`src/rtl/instrumented_adder_pkg.sv`:
```
// Shared widths, register map and reset constants for the instrumented
// Brent-Kung adder ring and its Caravel wrapper.
package instrumented_adder_pkg;

  localparam int W     = 32;
  localparam int CNT_W = 32;

  localparam logic [2:0] ADDR_A    = 3'd0;
  localparam logic [2:0] ADDR_B    = 3'd1;
  localparam logic [2:0] ADDR_EXT  = 3'd2;
  localparam logic [2:0] ADDR_RING = 3'd3;
  localparam logic [2:0] ADDR_SOUT = 3'd4;
  localparam logic [2:0] ADDR_WIN  = 3'd5;

  localparam logic [W-1:0]     RST_A    = '0;
  localparam logic [W-1:0]     RST_B    = '0;
  localparam logic [W-1:0]     RST_EXT  = '0;
  localparam logic [W-1:0]     RST_RING = 32'h2000_0000;
  localparam logic [W-1:0]     RST_SOUT = '0;
  localparam logic [CNT_W-1:0] RST_WIN  = '0;

  typedef enum logic [1:0] {
    ST_IDLE = 2'd0,
    ST_RUN  = 2'd1,
    ST_DONE = 2'd2
  } run_state_t;

endpackage

```
`src/rtl/instrumented_adder.sv`:
```
// Brent-Kung adder closed into a ring: the A operand is built from the
// loaded operand and the inverted loop output, and the masked OR of the
// sum is registered as chain_out while enabled.
module instrumented_adder
  import instrumented_adder_pkg::*;
(
  input  logic         clk,
  input  logic         rst,
  input  logic [W-1:0] a_input,
  input  logic [W-1:0] b_input,
  input  logic [W-1:0] a_input_ext_bit_b,
  input  logic [W-1:0] a_input_ring_bit_b,
  input  logic [W-1:0] s_output_bit_b,
  input  logic         en,
  output logic [W-1:0] sum,
  output logic         chain_out
);

  logic [W-1:0] a_eff;
  logic         chain_next;

  assign a_eff = (~a_input_ext_bit_b & a_input) |
                 (~a_input_ring_bit_b & {W{~chain_out}});

  // Brent-Kung prefix tree: up-sweep builds power-of-two spans, down-sweep fills the rest
  always_comb begin
    logic [W-1:0] g_t;
    logic [W-1:0] p_t;
    logic [W-1:0] prop;
    prop = a_eff ^ b_input;
    g_t  = a_eff & b_input;
    p_t  = prop;
    for (int d = 1; d < W; d = d * 2) begin
      for (int i = 2 * d - 1; i < W; i = i + 2 * d) begin
        g_t[i] = g_t[i] | (p_t[i] & g_t[i-d]);
        p_t[i] = p_t[i] & p_t[i-d];
      end
    end
    for (int d = W / 4; d >= 1; d = d / 2) begin
      for (int i = 3 * d - 1; i < W; i = i + 2 * d) begin
        g_t[i] = g_t[i] | (p_t[i] & g_t[i-d]);
        p_t[i] = p_t[i] & p_t[i-d];
      end
    end
    sum = prop ^ {g_t[W-2:0], 1'b0};
  end

  assign chain_next = |(sum & ~s_output_bit_b);

  // Loop register: advances only during a measurement window
  always_ff @(posedge clk) begin
    if (rst) begin
      chain_out <= 1'b0;
    end else if (en) begin
      chain_out <= chain_next;
    end
  end

endmodule

```
`src/rtl/instrumented_adder_brent_wrap.sv`:
```
// Caravel user-project wrapper: LA register decode, run-window FSM,
// toggle counter and pad/LA output muxing around instrumented_adder.
// Build option: INACTIVE_TRISTATE_EN makes outputs 'z when active=0
// (otherwise they are driven 0).
module instrumented_adder_brent_wrap
  import instrumented_adder_pkg::*;
(
  input  logic        wb_clk_i,
  input  logic        wb_rst_i,
  input  logic        active,
  input  logic [37:0] io_in,
  output logic [37:0] io_out,
  output logic [37:0] io_oeb,
  input  logic [31:0] la1_data_in,
  output logic [31:0] la1_data_out,
  input  logic [31:0] la1_oenb,
  input  logic [31:0] la2_data_in,
  output logic [31:0] la2_data_out,
  input  logic [31:0] la2_oenb,
  input  logic [31:0] la3_data_in,
  output logic [31:0] la3_data_out,
  input  logic [31:0] la3_oenb
);

  logic [W-1:0]     a_q, b_q, ext_q, ring_q, sout_q;
  logic [CNT_W-1:0] window_q, win_cnt_q, count_q;
  logic             wr_q, st_q;
  run_state_t       state_q, state_d;
  logic [W-1:0]     sum;
  logic             chain_out, chain_next, running, done;
  logic [2:0]       addr;
  logic [W-1:0]     wdata;
  logic             wr_sig, st_sig, wr_rise, st_rise;
  logic             unused_inputs;

  function automatic logic [CNT_W-1:0] sat_inc(input logic [CNT_W-1:0] c);
    return (&c) ? c : c + 1'b1;
  endfunction

  assign addr    = la1_data_in[2:0] & ~la1_oenb[2:0];
  assign wdata   = la2_data_in & ~la2_oenb;
  assign wr_sig  = la1_data_in[3] & ~la1_oenb[3];
  assign st_sig  = (la1_data_in[4] & ~la1_oenb[4]) | io_in[10];
  assign wr_rise = wr_sig & ~wr_q;
  assign st_rise = st_sig & ~st_q;
  assign running = (state_q == ST_RUN);
  assign done    = (state_q == ST_DONE);

  assign chain_next = |(sum & ~sout_q);

  assign unused_inputs = ^{la1_data_in[31:5], la1_oenb[31:5], la3_data_in,
                           la3_oenb, io_in[37:11], io_in[9:0]};

  instrumented_adder u_adder (
    .clk                (wb_clk_i),
    .rst                (wb_rst_i),
    .a_input            (a_q),
    .b_input            (b_q),
    .a_input_ext_bit_b  (ext_q),
    .a_input_ring_bit_b (ring_q),
    .s_output_bit_b     (sout_q),
    .en                 (running),
    .sum                (sum),
    .chain_out          (chain_out)
  );

  // Edge detectors for the LA write strobe and the combined start request
  always_ff @(posedge wb_clk_i) begin
    if (wb_rst_i) begin
      wr_q <= 1'b0;
      st_q <= 1'b0;
    end else begin
      wr_q <= wr_sig;
      st_q <= st_sig;
    end
  end

  // Register file written on the strobe's rising edge; writes land even mid-run
  always_ff @(posedge wb_clk_i) begin
    if (wb_rst_i) begin
      a_q      <= RST_A;
      b_q      <= RST_B;
      ext_q    <= RST_EXT;
      ring_q   <= RST_RING;
      sout_q   <= RST_SOUT;
      window_q <= RST_WIN;
    end else if (wr_rise) begin
      case (addr)
        ADDR_A:    a_q      <= wdata;
        ADDR_B:    b_q      <= wdata;
        ADDR_EXT:  ext_q    <= wdata;
        ADDR_RING: ring_q   <= wdata;
        ADDR_SOUT: sout_q   <= wdata;
        ADDR_WIN:  window_q <= CNT_W'(wdata);
        default:   ;
      endcase
    end
  end

  // Run FSM state register
  always_ff @(posedge wb_clk_i) begin
    if (wb_rst_i) state_q <= ST_IDLE;
    else          state_q <= state_d;
  end

  // Next state: a start outside RUN opens a window; a zero window finishes at once
  always_comb begin
    state_d = state_q;
    case (state_q)
      ST_RUN: begin
        if (win_cnt_q == CNT_W'(1)) state_d = ST_DONE;
      end
      default: begin
        if (st_rise) state_d = (window_q == '0) ? ST_DONE : ST_RUN;
      end
    endcase
  end

  // Window down-counter and saturating rising-edge counter of the ring
  always_ff @(posedge wb_clk_i) begin
    if (wb_rst_i) begin
      win_cnt_q <= '0;
      count_q   <= '0;
    end else if (!running && st_rise) begin
      win_cnt_q <= window_q;
      count_q   <= '0;
    end else if (running) begin
      win_cnt_q <= win_cnt_q - 1'b1;
      if (!chain_out && chain_next) count_q <= sat_inc(count_q);
    end
  end

  // Output mux: isolate from pads and LA when not selected
  always_comb begin
    io_out       = '0;
    io_oeb       = '1;
    la1_data_out = '0;
    la2_data_out = '0;
    la3_data_out = '0;
    if (active) begin
      io_out[8]       = chain_out;
      io_out[9]       = done;
      io_oeb[9:8]     = 2'b00;
      la1_data_out[0] = running;
      la1_data_out[1] = done;
      la2_data_out    = sum;
      la3_data_out    = count_q;
    end else begin
`ifdef INACTIVE_TRISTATE_EN
      io_out       = 'z;
      io_oeb       = 'z;
      la1_data_out = 'z;
      la2_data_out = 'z;
      la3_data_out = 'z;
`else
      io_oeb       = '0;
`endif
    end
  end

endmodule

```
`config.mk`:
```
export PLATFORM = sky130hd
export DESIGN_NAME = instrumented_adder_brent_wrap
export DESIGN_NICKNAME = d
export VERILOG_FILES = /design/src/rtl/instrumented_adder_pkg.sv /design/src/rtl/instrumented_adder.sv /design/src/rtl/instrumented_adder_brent_wrap.sv
export SDC_FILE = /design/constraint.sdc
export NUM_CORES = 1
export LEC_CHECK = 0
export CAP_MARGIN = 20
export CORE_ASPECT_RATIO = 0.9
export CORE_MARGIN = 10
export CORE_UTILIZATION = 65
export DETAILED_ROUTE_END_ITERATION = 10
export DONT_BUFFER_PORTS = 1
export PLACE_DENSITY = 0.9
export SLEW_MARGIN = 25
export SYNTH_ARGS = -nofsm -noshare
export SYNTH_HDL_FRONTEND = slang
export SYNTH_SLANG_ARGS = --single-unit
```
`constraint.sdc`:
```
create_clock -name wb_clk_i -period 10.6 [get_ports wb_clk_i]
set_clock_uncertainty 0.15 [all_clocks]
set_input_delay 2.65 -clock wb_clk_i [delete_from_list [all_inputs] [get_ports wb_clk_i]]
set_output_delay 2.65 -clock wb_clk_i [all_outputs]
set_load 0.02 [all_outputs]
```
==> impl_metrics.tcl <==
set metrics [dict create \
    core_sq_mm 0.0201 \
    cap_violations 0 \
    crit_required_ns 7.80 \
    fp.dieW_um 171 \
    post_dp_cell_area_sq_mm 0.0129 \
    drt_iter0_drc 1650 \
    grt_pass1_wl_mm 56.9 \
    antenna_left 0 \
    fillerInstances 1531 \
    yosysTopAreaCell "dfxtp_1" \
    portBuffers 0 \
    grtUsageMet3_pct 5.41 \
    total_leakage_power_nw 5.26 \
    grt_use_total_pct 25.7 \
    hold_viol_final 0 \
    clockBufferDepth 3 \
    firstDrtPassIters 6 \
    die_h_um 156 \
    crit_path_end_kind "output port" \
    slew_violations 0 \
    clkTransAtPathRegs_ns 0.06 \
    start_util_pct 66.5 \
    layout_worst_path_cycle_share_pct 80.8 \
    tns_ns 0 \
    drc 0 \
    path_max_fanout 22 \
    ys_seq_elements 261 \
    gp_congestion 0.895 \
    grt_pass1_vias 11300 \
    tightest_slew_ns 0.988 \
    syn2layout_area_growth_pct 3.57 \
    status "finished clean" \
    grtUsageMet2_pct 44.0 \
    cts_inserted_buffers 26 \
    synthesis.instances 1754 \
    wl_per_cell_um 18.7 \
    synth_flop_cell "dfxtp_1" \
    cts.sinks 261 \
    finalWirelength_mm 36.2 \
    antenna_found_initial 0 \
    finalSetupViolations 0 \
    finalInstanceArea_sq_mm 0.0139 \
    grtUsageMet1_pct 31.1 \
    viasPerCell 6.19 \
    async_reset_ff_share_pct 0 \
    cts_tree "yes" \
    hpwl_mm 23.7 \
    rsz0062_at_grt "false" \
    power_density_mw_per_mm2 163 \
    avgSynthCellArea_sq_um 7.62 \
    critPathKind "reg2out" \
    drive_above_1_share_pct 4.24 \
    cts_hold_buf 0 \
    netlist.area_leader.share_pct 39.1 \
    seq_area_frac_synth_pct 39.1 \
    cts-resized-gates 0 \
    grt-busiest-layer "met2" \
    synth_cell_types 62 \
    fmax_mhz 117 \
    synth_common_cells "nor2_1 (454), dfxtp_1 (261), a21oi_1 (247)" \
    synth_area_sq_mm 0.0134 \
    period_needed_ns 8.57 \
    placementRows 49 \
    crit_arrival_ns 5.77 \
    hold_path.class "reg2reg" \
    num_vias 12000 \
    htreeDepth 1 \
    yosysWarningCount 0 \
    n_antenna_cell 0 \
    grt_max_degree 233 \
    clock-root-buffer "clkbuf_16" \
    relSlewSlack_pct 32.4 \
    irDropWorstVdd_uv 133 \
    synth.area.top_cells "dfxtp_1 (39%), nor2_1 (13%), a21oi_1 (9.2%)" \
    critPathLaunchType "flip-flop" \
    post-cts-setup-buffer-count 0 \
    die_area_sq_mm 0.0267 \
    clock_latency_ns 0.55 \
    synth_edf_count 0 \
    nets 1936 \
    yosysMostFrequentCell "nor2_1" \
    overflow 0 \
    pin_count 405 \
]
-- worst paths after layout --
| check | startpoint | to | slack, ns | depth (start not counted) |
|---|---|---|---|---|
| worst max-delay path | u_adder.chain_out$_SDFFE_PP0P_ | la2_data_out[31] | 2.03 | 14 |
| worst min-delay path | ring_q[29]$_SDFFE_PP1P_ | ring_q[29]$_SDFFE_PP1P_ | 0.33 | 1 |
| worst max register to register | u_adder.chain_out$_SDFFE_PP0P_ | count_q[9]$_SDFFE_PP0P_ | 3.64 | 18 |
| worst min register to register | ring_q[29]$_SDFFE_PP1P_ | ring_q[29]$_SDFFE_PP1P_ | 0.33 | 1 |
-- metal layers --
metal  vias up  part of all wire [%]
met5         -                     0
li1       5616                     -
met2       636                    49
met1      5612                    39
met3        91                   9.4
met4         0                   3.0
-- stage by stage --
step | std cells | util [%] | power (W) | worst slack, ns | hold slack [ns]
floorplan | 1821 | - | 0.00124 | 3.67 | 0.286
global placement | 1882 | 64.0 | 0.00123 | 2.82 | 0.294
detailed placement | 1882 | 64.0 | 0.00124 | 2.77 | 0.311
CTS | 1930 | 68.9 | 0.00226 | 2.16 | 0.325
global route | 1930 | 68.9 | 0.00233 | 1.86 | 0.351
finish | 1930 | 68.9 | 0.00226 | 2.03 | 0.328
-- state kept, by name, indices dropped and copies added (netlist names) --
register / flops
state_q: 2
wr_q: 1
win_cnt_q: 32
sout_q: 32
ring_q: 32
u_adder.chain_out: 1
a_q: 32
window_q: 32
st_q: 1
count_q: 32
b_q: 32
ext_q: 32
-- report_power, final --
part | switching, W | internal [W]
logic | 0.000162 | 0.0000606
registers | 0.00000989 | 0.000992
clock network | 0.000398 | 0.000641
-- cells in the final DEF, fill, tap and decap left out, types with 8 or more instances in the layout --
cell	count
nand3_1	19
o21ai_0	27
a21o_1	10
nand2_1	53
ha_1	32
a21oi_1	247
dfxtp_1	261
o31ai_1	23
and3_1	12
nor2_1	453
nand4_1	19
nand2b_1	51
nor4_1	21
o22ai_1	38
xor2_1	8
fa_1	16
inv_1	56
nor3_1	18
clkbuf_16	26
and2_1	54
conb_1	68
xnor2_1	9
or4_1	23
-- layout make-up --
class / instances / area (sq um) / area share (%)
multi-input combinational: 1302 / 7060 / 51.0
tap: 255 / 319 / 2.30
clock buffer: 36 / 748 / 5.40
clock inverter: 12 / 228 / 1.64
sequential: 261 / 5230 / 37.7
inverter: 57 / 214 / 1.54
timing repair buffer: 7 / 52.6 / 0.379
-- cells by family (layout without fill, tap and decap cells) --
family / after synthesis / after routing / share of synthesized area [%]
AO/OA/AOI/OAI: 401 / 401 / 17.4
multiplexers: 4 / 4 / 0.309
AND/OR/NAND/NOR: 764 / 764 / 26.5
adder cells (fa/ha/maj): 48 / 48 / 5.39
XOR/XNOR: 17 / 17 / 1.11
other: 1 / 68 / 0.0280
buffers and inverters: 258 / 112 / 10.2
flip-flops: 261 / 261 / 39.1
-- worst max-delay path, cell delays in order, from the launching register on --
cell	delay [ns]
dfxtp_1	0.75
buf_4	0.45
o22ai_1	0.18
ha_1	0.35
a21oi_1	0.17
nand2_1	0.07
a221oi_1	0.39
o21ai_0	0.26
a221oi_1	0.54
o22ai_1	0.23
o41a_1	0.39
fa_1	0.40
xnor2_1	0.20
a21oi_1	0.08
nor3_1	0.75
Note: power is estimated with default switching activity, not from simulation.
